==> src/rtl/sa_ctrl_if.sv <==
// Control/status bundle between a tile sequencer (sa_ctrl) and its requester.
// abort_i exists only when SA_CTRL_ABORT_EN is defined.
interface sa_ctrl_if #(
    parameter int PE_SIZE   = 4,
    parameter int CNT_WIDTH = 8
);
    // start_i is a single-cycle request with num_col_i valid alongside it; there is
    // no ready: a request is taken only when busy_o is low and num_col_i != 0,
    // otherwise it is dropped and the requester must re-issue it later.
    logic                 start_i;
    logic [CNT_WIDTH-1:0] num_col_i;
`ifdef SA_CTRL_ABORT_EN
    logic                 abort_i;
`endif
    logic                 ifmap_preload_o;
    logic                 weight_rd_en_o;
    logic [PE_SIZE-1:0]   weight_en_col_o;
    logic [PE_SIZE-1:0]   psum_en_row_o;
    logic                 out_valid_o;
    logic                 busy_o;
    logic                 done_o;
    logic [2:0]           dbg_state_o;

    modport master (
`ifdef SA_CTRL_ABORT_EN
        output abort_i,
`endif
        output start_i,
        output num_col_i,
        input  ifmap_preload_o,
        input  weight_rd_en_o,
        input  weight_en_col_o,
        input  psum_en_row_o,
        input  out_valid_o,
        input  busy_o,
        input  done_o,
        input  dbg_state_o
    );

    modport slave (
`ifdef SA_CTRL_ABORT_EN
        input  abort_i,
`endif
        input  start_i,
        input  num_col_i,
        output ifmap_preload_o,
        output weight_rd_en_o,
        output weight_en_col_o,
        output psum_en_row_o,
        output out_valid_o,
        output busy_o,
        output done_o,
        output dbg_state_o
    );
endinterface

==> src/rtl/sa_ctrl.sv <==
// Systolic-array tile sequencer: preload, stream K weight vectors, drain, done.
// Optional abort input enabled by defining SA_CTRL_ABORT_EN.
module sa_ctrl #(
    parameter int PE_SIZE   = 4,
    parameter int CNT_WIDTH = 8
) (
    input logic        clk,
    input logic        rst,
    sa_ctrl_if.slave   bus
);
    localparam logic [2:0] S_IDLE    = 3'd0;
    localparam logic [2:0] S_PRELOAD = 3'd1;
    localparam logic [2:0] S_STREAM  = 3'd2;
    localparam logic [2:0] S_DRAIN   = 3'd3;
    localparam logic [2:0] S_DONE    = 3'd4;

    localparam logic [CNT_WIDTH-1:0] PRE_LAST = CNT_WIDTH'(PE_SIZE - 1);
    localparam logic [CNT_WIDTH-1:0] DRN_LAST = CNT_WIDTH'(2 * PE_SIZE - 2);

    logic [2:0]           r_state;
    logic [2:0]           w_next_state;
    logic [CNT_WIDTH-1:0] r_cnt;
    logic [CNT_WIDTH-1:0] r_k;
    logic                 w_start_ok;
    logic                 w_abort;
    logic                 w_next_stream;

    logic                 r_preload;
    logic                 r_rd_en;
    logic [PE_SIZE-1:0]   r_col_sr;
    logic [PE_SIZE-1:0]   r_ov_sr;
    logic                 r_busy;
    logic                 r_done;

    assign w_start_ok = (r_state == S_IDLE) && bus.start_i && (bus.num_col_i != '0);

`ifdef SA_CTRL_ABORT_EN
    assign w_abort = bus.abort_i && (r_state != S_IDLE);
`else
    assign w_abort = 1'b0;
`endif

    // Phase counters always count from 0 up to (length-1), so K = 2^CNT_WIDTH-1
    // ends at 2^CNT_WIDTH-2 and never wraps.
    always_comb begin
        w_next_state = r_state;
        case (r_state)
            S_IDLE: begin
                if (w_start_ok) w_next_state = S_PRELOAD;
            end
            S_PRELOAD: begin
                if (r_cnt == PRE_LAST) w_next_state = S_STREAM;
            end
            S_STREAM: begin
                if (r_cnt == (r_k - CNT_WIDTH'(1))) w_next_state = S_DRAIN;
            end
            S_DRAIN: begin
                if (r_cnt == DRN_LAST) w_next_state = S_DONE;
            end
            S_DONE: begin
                w_next_state = S_IDLE;
            end
            default: begin
                w_next_state = S_IDLE;
            end
        endcase
        if (w_abort) w_next_state = S_IDLE;
    end

    assign w_next_stream = (w_next_state == S_STREAM);

    always_ff @(posedge clk or posedge rst) begin
        if (rst) begin
            r_state <= S_IDLE;
            r_cnt   <= '0;
            r_k     <= '0;
        end else begin
            r_state <= w_next_state;
            if (w_start_ok) begin
                r_k <= bus.num_col_i;
            end else if (w_abort) begin
                r_k <= '0;
            end
            if (w_next_state != r_state) begin
                r_cnt <= '0;
            end else if ((r_state == S_PRELOAD) || (r_state == S_STREAM) ||
                         (r_state == S_DRAIN)) begin
                r_cnt <= r_cnt + CNT_WIDTH'(1);
            end
        end
    end

    // Outputs are registered from the next state so each one lines up with
    // the cycle its state is actually occupied.
    always_ff @(posedge clk or posedge rst) begin
        if (rst) begin
            r_preload <= 1'b0;
            r_rd_en   <= 1'b0;
            r_col_sr  <= '0;
            r_ov_sr   <= '0;
            r_busy    <= 1'b0;
            r_done    <= 1'b0;
        end else if (w_abort) begin
            r_preload <= 1'b0;
            r_rd_en   <= 1'b0;
            r_col_sr  <= '0;
            r_ov_sr   <= '0;
            r_busy    <= 1'b0;
            r_done    <= 1'b0;
        end else begin
            r_preload <= w_start_ok;
            r_rd_en   <= w_next_stream;
            r_col_sr  <= {r_col_sr[PE_SIZE-2:0], w_next_stream};
            r_ov_sr   <= {r_ov_sr[PE_SIZE-2:0], r_col_sr[PE_SIZE-1]};
            r_busy    <= (w_next_state != S_IDLE);
            r_done    <= (w_next_state == S_DONE);
        end
    end

    assign bus.ifmap_preload_o = r_preload;
    assign bus.weight_rd_en_o  = r_rd_en;
    assign bus.weight_en_col_o = r_col_sr;
    assign bus.psum_en_row_o   = r_col_sr;
    assign bus.out_valid_o     = r_ov_sr[PE_SIZE-1];
    assign bus.busy_o          = r_busy;
    assign bus.done_o          = r_done;
    assign bus.dbg_state_o     = r_state;
endmodule

==> src/flat_wrapper.sv <==
// flat-port wrapper written by rule: the top's interface ports become plain ports
module sa_ctrl_flat 
#(
    parameter int PE_SIZE   = 4,
    parameter int CNT_WIDTH = 8
)
  (clk, rst, bus_start_i, bus_num_col_i, bus_ifmap_preload_o, bus_weight_rd_en_o, bus_weight_en_col_o, bus_psum_en_row_o, bus_out_valid_o, bus_busy_o, bus_done_o, bus_dbg_state_o);
  sa_ctrl_if #(.PE_SIZE(PE_SIZE), .CNT_WIDTH(CNT_WIDTH)) bus_i ();
  input logic clk;
  input logic rst;
  input wire logic [$bits(bus_i.start_i)-1:0] bus_start_i;
  input wire logic [$bits(bus_i.num_col_i)-1:0] bus_num_col_i;
  output wire logic [$bits(bus_i.ifmap_preload_o)-1:0] bus_ifmap_preload_o;
  output wire logic [$bits(bus_i.weight_rd_en_o)-1:0] bus_weight_rd_en_o;
  output wire logic [$bits(bus_i.weight_en_col_o)-1:0] bus_weight_en_col_o;
  output wire logic [$bits(bus_i.psum_en_row_o)-1:0] bus_psum_en_row_o;
  output wire logic [$bits(bus_i.out_valid_o)-1:0] bus_out_valid_o;
  output wire logic [$bits(bus_i.busy_o)-1:0] bus_busy_o;
  output wire logic [$bits(bus_i.done_o)-1:0] bus_done_o;
  output wire logic [$bits(bus_i.dbg_state_o)-1:0] bus_dbg_state_o;
  assign bus_i.start_i = bus_start_i;
  assign bus_i.num_col_i = bus_num_col_i;
  assign bus_ifmap_preload_o = bus_i.ifmap_preload_o;
  assign bus_weight_rd_en_o = bus_i.weight_rd_en_o;
  assign bus_weight_en_col_o = bus_i.weight_en_col_o;
  assign bus_psum_en_row_o = bus_i.psum_en_row_o;
  assign bus_out_valid_o = bus_i.out_valid_o;
  assign bus_busy_o = bus_i.busy_o;
  assign bus_done_o = bus_i.done_o;
  assign bus_dbg_state_o = bus_i.dbg_state_o;
  sa_ctrl #(.PE_SIZE(PE_SIZE), .CNT_WIDTH(CNT_WIDTH)) u_core (.clk(clk), .rst(rst), .bus(bus_i));
endmodule
==> config.mk <==
export PLATFORM = sky130hd
export DESIGN_NAME = sa_ctrl_flat
export DESIGN_NICKNAME = d
export VERILOG_FILES = /design/src/rtl/sa_ctrl_if.sv /design/src/rtl/sa_ctrl.sv /design/src/flat_wrapper.sv
export SDC_FILE = /design/constraint.sdc
export NUM_CORES = 1
export LEC_CHECK = 0
export ABC_AREA = 1
export BUFFER_PORTS_ARGS = -buffer_cell sky130_fd_sc_hd__clkbuf_2
export CORE_MARGIN = 2
export CORE_UTILIZATION = 50
export CTS_BUF_LIST = sky130_fd_sc_hd__clkbuf_4 sky130_fd_sc_hd__clkbuf_8 sky130_fd_sc_hd__clkbuf_16
export CTS_CLUSTER_SIZE = 40
export DETAILED_ROUTE_END_ITERATION = 16
export PLACE_DENSITY_LB_ADDON = 0.2
export SKIP_CTS_REPAIR_TIMING = 1
export SYNTH_ARGS = -nofsm -noshare
export SYNTH_HDL_FRONTEND = slang
export SYNTH_SLANG_ARGS = --single-unit
==> constraint.sdc <==
create_clock -name clk -period 1.4 [get_ports clk]
set_input_delay 0.42 -clock clk [delete_from_list [all_inputs] [get_ports clk]]
set_output_delay 0.42 -clock clk [all_outputs]
set_load 0.02 [all_outputs]
======== Yosys cells after proc, flatten, opt, wreduce, memory -nomap -nowiden ========
Index checks and enable logic that the tools add are counted.
Widths: inputs -> output; s select.
word-level totals
  bits in registers ....................... 31
  output and inout bits ................... 16
  input port bits ......................... 11
cells by class
  eq/ne operators ......................... 9
  reduce and logical (&&, ||, !) cells .... 8
  $add $sub $neg .......................... 2
  muxes and demuxes ....................... 7
operator list
  cell                 count
  $mux 8               2
  $mux 3               4
  $pmux 3 s4           1
  $eq 3x2->1 const B   3
  $add 8x1->8 const B  1
  $eq 8x2->1 const B   1
  $eq 8x3->1 const B   1
  $eq 8x8->1           1
  $reduce_bool 8->1    1
  $sub 8x1->8 const B  1
  $eq 3x1->1 const B   1
  $eq 3x3->1 const B   1
  $logic_not 3->1      1
  $ne 3x3->1           1
  $reduce_bool 3->1    1
  $logic_and 1x1->1    2
  $logic_or 1x1->1     2
  $reduce_bool 2->1    1

======== Longest topological paths before layout ========
Gate-level depths: netlist of the first run.
  word-level depth ........................ 7
  mapped depth ............................ 14

======== Worst setup path after synthesis of the first run ========
No wires, ideal clock.
  kind .................................... flip-flop to flip-flop
  from .................................... reg u_core.r_k[0]
  to ...................................... reg u_core.r_cnt[1]
  data required time ...................... 1.278 ns
  data arrival time ....................... 1.460 ns
  path slack .............................. -0.182 ns
  library setup time ...................... 0.122 ns
  stages on the path, launching flop included .. 15
  cell sequence ........................... dfrtp_1 inv_2 ha_1 inv_1 nand2_1 nand2_1 nand3_1 nor2_1 nand2_1 nor2_1 nand2_2 nand3_2 nand2_2 nand2_4 nor2_2
on the way
  word-level cells in the longest chain between the ends .. 6
  elaborated cells on any way between the ends .. 7
RTL lines
  element                                             RTL line       text
  start, declared                                     sa_ctrl.sv:23  logic [CNT_WIDTH-1:0] r_k;
  start signal, assigned                              sa_ctrl.sv:80  r_k <= bus.num_col_i;
  $sub 8x1->8 (*)                                     sa_ctrl.sv:55  if (r_cnt == (r_k - CNT_WIDTH'(1))) w_next_state = S_DRAIN;
  $eq 8x8->1 (*)                                      sa_ctrl.sv:55
  $mux 3 (*)                                          sa_ctrl.sv:55
  $pmux 3 s4 (*)                                      sa_ctrl.sv:47  case (r_state)
  $ne 3x3->1 (*)                                      sa_ctrl.sv:84  if (w_next_state != r_state) begin
  $mux 8 / $reduce_bool 2->1 (equally long branches)  n/a
  end signal, assigned                                sa_ctrl.sv:88  r_cnt <= r_cnt + CNT_WIDTH'(1);
  end, declared                                       sa_ctrl.sv:22  logic [CNT_WIDTH-1:0] r_cnt;
Every way passes the cells marked *; elsewhere a longest branch is shown, timed or not.
A chain may end at the register's enable or synchronous reset.

======== Worst setup path after layout of the first run ========
  from .................................... reg u_core.r_k[0]
  to ...................................... reg u_core.r_cnt[3]
Same word-level chain as after synthesis.

==> impl_metrics.csv, run 1 <==
group,metric,value,unit
worst_setup_path,r2r_start,"u_core.r_k[0]",
layout,area_growth,44.2,%
layout,drive_gt1_frac,0.462,
route,drtPass1Iterations,4,
global_route,antenna_found_initial,0,
layout,seqCellArea,752,um2
placed_design,post-place-ws,-0.311,ns
clock_network,cts_tree,"yes",
pwr,finalPower,1.63,mW
global_route,grtUsageTotal,0.228,
worst_setup_path,path_cells,"inv_2 -> ha_4 -> inv_2 -> nand2_1 -> nand2_1 -> nand3_1 -> nor2_1 -> nand2_1 -> nor2_2 -> nand2_2 -> nand3_2 -> nand2_4 -> nand2_8 -> nor2_2",
floorplan,rows,20,
worst_setup_path,cpLargestDelayFamily,"simple AND/OR/NAND/NOR gates",
sta,rsz0062_at_grt,"yes",
sta,holdWs,0.0567,ns
global_route,grt_max_degree,18,
global_route,grt_use_met3,0.0504,
yosys,synth_top_area_frac,0.460,
route,vias_per_cell,4.92,
route,drt_wl_total,4.55,mm
floorplan,ios,27,
clock_network,cts_buffers,5,
sta,setup_viol_count_final,19,
global_route,top_usage_layer,"met2",
route,drt_iter0_drc,55,
sta,fmax,535,MHz
clock_network,clockBufferDepth,2,
worst_setup_path,crit_path_frequent_cell,"nand2_1",
pwr,irDropWorstVdd,0.000651,V
floorplan,initial_core_util,0.530,
layout,fin_util,0.765,
clock_network,path_clk_slew,0.11,ns
sta,totalNegativeSetupSlack,-4.83,ns
worst_setup_path,startpoint_type,"flop",
floorplan,die_h,61.1,um
global_route,use_met2,0.384,
sta,hold_violations,0,
pwr,p_leak,1.15,nW
worst_setup_path,path_buf_inv,2,
yosys,synth_commonest_cells,"nand2_1 (51), dfrtp_1 (30), inv_1 (19), nor2_1 (19), nor2_2 (14)",
worst_setup_path,path_class,"flop to flop",
clock_network,cts_root_buffer,"clkbuf_4",
yosys,yosysWarnings,0,
worst_setup_path,slowest_delay,0.41,ns
global_route,grt_pass1_wl,6.02,mm
job,maxCapViolations,0,
floorplan,die_x,61.1,um
route,post_drt_wl_per_cell,14.2,um
hold_path,hp-class,"primary input to async pin",
worst_setup_path,cpMaxStageDelayCell,"dfrtp_1",
pwr,power.density,691,nW/um2
route,drc,0,
global_route,grt_use_met1,0.286,
worst_setup_path,endpoint_kind,"flop",
yosys,netlist_area,1630,um2
layout,layout.nets,290,
global_route,grt_overflow,0,
layout,multi_input_area,833,um2
yosys,synth_ff_type,"dfrtp_1",
worst_setup_path,cp.arrival,2.10,ns
clock_network,htreeDepth,2,
yosys,synth.most_common_cell,"nand2_1",
sta,min_period_over_period,1.33,
clock_network,clk_latency,0.33,ns
sta,final_max_slew_viol_count,0,
yosys,syn-mean-instance-area,8.20,um2
yosys,ys_seq_elements,30,
sta,fin_skew,0.00695,ns
floorplan,die_area,3740,um2
worst_setup_path,required,1.63,ns
placed_design,hpwlAfterDp,2.81,mm
yosys,synth_edf_count,0,
clock_network,cts_sinks,30,
worst_setup_path,crit_path_max_fanout,8,
outcome,violations,"negative setup slack",
yosys,synth_top_cell_by_area,"dfrtp_1",
layout,fillers,214,
route,ant_nets,0,
sta,finalWorstSetupSlack,-0.468,ns
sta,tightest_slew,0.360,ns
outcome,status,"finished, violations left",
placed_design,io_buffers,26,
yosys,yosysSeqAreaShare,0.460,
sta,relSlewSlack,0.757,
sta,period_minus_slack,1.87,ns
layout,num_antenna_cells,0,
worst_setup_path,ff2ff_setup_slack,-0.47,ns
yosys,syn_nets,213,
yosys,async_reset_ff_frac,1.00,
placed_design,gp_congestion,0.836,
route,vias,1580,
floorplan,core_area,3080,um2
yosys,synthTopCellsByArea,"dfrtp_1 (46%), nand2_1 (12%), nor2_2 (5.4%), inv_1 (4.4%), nor2_1 (4.4%)",
yosys,syn_inst,199,
global_route,grt_pass1_vias,1388,
worst_setup_path,startpoint,"u_core.r_k[0]",
yosys,yosysUniqueCellTypes,26,
## through the flow
stage	cell area, um2	cells
finish	2350	321
global placement	2120	308
floorplan	1640	199
global route	2350	321
CTS	2200	316
detailed placement	2120	308
## area by class of cell
type / instances / area share
Timing Repair Buffer: 77 / 0.229
Clock buffer: 5 / 0.0159
Inverter: 25 / 0.0415
Sequential cell: 30 / 0.320
Multi-Input combinational cell: 137 / 0.354
Tap cell: 44 / 0.0234
Clock inverter: 3 / 0.0170
## sequential cells by signal, summed over array words and instances (netlist names)
signal,cells
u_core.r_ov_sr,4
u_core.bus.dbg_state_o,3
u_core.r_k,8
u_core.bus.psum_en_row_o,4
u_core.bus.ifmap_preload_o,1
u_core.r_cnt,8
u_core.bus.busy_o,1
u_core.bus.done_o,1
## report_power, final
part           switching, mW  leakage [nW]  internal [mW]  total, mW
Sequential                 0         0.314          0.866      0.866
Combinational         0.0306         0.786         0.0277     0.0583
Clock                  0.332        0.0450          0.370      0.702
## worst min-delay path, stage by stage
cell      delay (ns)
clkbuf_2        0.08
inv_1           0.06
buf_4           0.20
## logic make-up (layout without fill, tap and decap cells)
group | Yosys count | after routing | synth area share
buf+inv | 32 | 110 | 0.0913
flops | 30 | 30 | 0.460
xor+xnor | 12 | 12 | 0.0644
simple gates | 108 | 108 | 0.309
fa+ha+maj | 3 | 3 | 0.0230
compound gates | 14 | 14 | 0.0522
## cells in the final DEF, fill, tap and decap left out, types with 4 or more instances in the layout
master and n:
dfrtp_1 29, clkbuf_2 25, clkbuf_4 5, xnor2_1 4, buf_6 6, nor2_1 16
buf_4 46, nor2_2 13, nor2_4 5, xor2_1 8, inv_1 16, inv_2 7
o21ai_1 10, nand2_1 50, nand3_1 10
## layer usage
metal / part of all wire / up-vias
met2: 0.54 / 38
met4: 0.020 / 0
met1: 0.40 / 764
li1: - / 768
met5: 0 / -
met3: 0.035 / 10
## path summary, 6_finish.rpt
check,depth (start not counted),to
min in group clk,3,u_core.r_k[7]
worst min register to register,0,u_core.r_ov_sr[1]
worst max-delay path,14,u_core.r_cnt[3]
worst min-delay path,3,u_core.bus.dbg_state_o[0]
worst max register to register,14,u_core.r_cnt[3]
max in group asynchronous,3,u_core.r_cnt[1]
(Power assumes the default switching activity.)
==> run 2: changes to the inputs <==
Settings changed: HOLD_SLACK_MARGIN from default to 0.12.
==> run 2 against run 1 <==
Power is 0.16% higher. Global-route usage did not move. Sequential power about the same. Critical path depth stayed put. Die area did not move. Sequential share of layout area is 0.14 points lower. The flow still finishes with violations (negative setup slack). Register-to-register slack is essentially flat. Setup slack barely moved. Clock skew unchanged. Non-clock buffer count is 1 higher. First-iteration DRC count fell by 13%.
==> impl_metrics.csv, run 2 (synthesis gave the netlist of run 1 again) <==
group,metric,value,unit
route,drt_iter0_drc,48,
global_route,grt_pass1_vias,1388,
job,maxCapViolations,0,
worst_setup_path,endpoint,"u_core.r_cnt[3]",
sta,relSlewSlack,0.757,
sta,finalWorstSetupSlack,-0.468,ns
layout,num_antenna_cells,0,
sta,hold_violations,0,
floorplan,ios,27,
worst_setup_path,crit_path_frequent_cell,"nand2_1",
global_route,grt_max_degree,18,
worst_setup_path,cp.arrival,2.10,ns
pwr,p_leak,1.15,nW
placed_design,gp_congestion,0.836,
clock_network,cts_tree,"yes",
global_route,grtUsageTotal,0.228,
worst_setup_path,startpoint_type,"flop",
outcome,status,"finished, violations left",
worst_setup_path,startpoint,"u_core.r_k[0]",
worst_setup_path,crit_path_max_fanout,8,
layout,layout_common_cells,"nand2_1 (50), buf_4 (46), dfrtp_1 (29), clkbuf_2 (25)",
sta,tightest_slew,0.360,ns
route,post_drt_wl_per_cell,14.2,um
worst_setup_path,endpoint_kind,"flop",
worst_setup_path,slowest_delay,0.41,ns
sta,holdWs,0.299,ns
clock_network,cts_root_buffer,"clkbuf_4",
route,drtPass1Iterations,4,
floorplan,core_area,3080,um2
sta,totalNegativeSetupSlack,-4.83,ns
pwr,finalPower,1.63,mW
sta,rsz0062_at_grt,"yes",
clock_network,clockBufferDepth,2,
global_route,grt_overflow,0,
layout,stdcell_area,2360,um2
worst_setup_path,cpMaxStageDelayCell,"dfrtp_1",
pwr,pwr-share-seq,0.532,
floorplan,die_area,3740,um2
layout,fin_util,0.768,
layout,instances_no_fill,322,
worst_setup_path,path_cells,"inv_2 -> ha_4 -> inv_2 -> nand2_1 -> nand2_1 -> nand3_1 -> nor2_1 -> nand2_1 -> nor2_2 -> nand2_2 -> nand3_2 -> nand2_4 -> nand2_8 -> nor2_2",
sta,period_minus_slack,1.87,ns
layout,drive_gt1_frac,0.460,
placed_design,post-place-ws,-0.311,ns
outcome,violations,"negative setup slack",
floorplan,die_x,61.1,um
worst_setup_path,path_class,"flop to flop",
pwr,netSwitchingFraction,0.223,
route,vias_per_cell,4.92,
sta,final_max_slew_viol_count,0,
placed_design,placed_area,2120,um2
clock_network,path_clk_slew,0.11,ns
route,drc,0,
route,ant_nets,0,
pwr,power.density,689,nW/um2
sta,fmax,535,MHz
worst_setup_path,ff2ff_setup_slack,-0.47,ns
floorplan,die_h,61.1,um
layout,layout_commonest_cell,"nand2_1",
global_route,grt_pass1_wl,6.02,mm
placed_design,io_buffers,26,
floorplan,rows,20,
pwr,irDropWorstVdd,0.000651,V
clock_network,htreeDepth,2,
clock_network,clk_latency,0.33,ns
worst_setup_path,regToRegEndpoint,"u_core.r_cnt[3]",
floorplan,initial_core_util,0.530,
sta,setup_viol_count_final,19,
worst_setup_path,required,1.63,ns
worst_setup_path,reg2regPathDepth,14,
layout,reg_top3,"u_core.r_cnt x8, u_core.r_k x8",
hold_path,hp-class,"primary input to flop",
pwr,switching_power,0.364,mW
route,drt_wl_total,4.56,mm
route,vias,1584,
worst_setup_path,r2r_start,"u_core.r_k[0]",
layout,layout.nets,291,
pwr,p_int,1.27,mW
pwr,clockPowerShare,0.431,
layout,area_growth,44.9,%
placed_design,hpwlAfterDp,2.81,mm
sta,fin_skew,0.00695,ns
sta,min_period_over_period,1.33,
pwr,combPwrFrac,0.037,
placed_design,dp.cells,308,
global_route,antenna_found_initial,0,
clock_network,cts_buffers,5,
clock_network,cts_sinks,30,
-- run 2: changes by cell type in the layout (fill, tap and decap cells not counted) --
cell | previous run | this run
dlygate4sd3_1 | 0 | 1
-- run 2: power by group through the flow --
stage	Combinational, mW	Clock [mW]	Sequential, mW
floorplan	0.0177	0	0.883
global placement	0.0564	0	0.883
detailed placement	0.0588	0	0.883
CTS	0.0592	0.701	0.866
global route	0.0684	0.745	0.866
finish	0.0605	0.703	0.866
-- run 2: cell type report --
class	instances	area, um2
multi-input cells	137	833
inverters	25	97.6
repair buffers	78	548
flip-flops and latches	30	752
well taps	44	55.1
clock inverters	3	40.0
clock buffers	5	37.5
fillers	213	714
-- run 2: how the worst min path moves through the flow --
stage,slack (ns),to,cells after the start,startpoint
finish,0.30,u_core.r_k[7],3,bus_num_col_i[7]
global route,0.35,u_core.r_k[7],3,bus_num_col_i[7]
CTS,0.07,u_core.bus.dbg_state_o[0],3,rst
detailed placement,0.34,u_core.r_ov_sr[1],0,u_core.r_ov_sr[0]
global placement,0.34,u_core.r_ov_sr[1],0,u_core.r_ov_sr[0]
floorplan,0.33,u_core.r_ov_sr[1],0,u_core.r_ov_sr[0]
-- run 2: metal layers --
layer / part of all wire / track usage
met2: 0.54 / 0.384
met3: 0.035 / 0.0504
met5: 0 / 0
met4: 0.020 / 0.0839
met1: 0.40 / 0.286
-- run 2: critical path, delay by kind of cell (launching register included) --
family                     cells  cell delay [ns]
buffers and inverters          2             0.14
adders and majority gates      1             0.21
DFF                            1             0.41
and+or+nand+nor               11             0.98
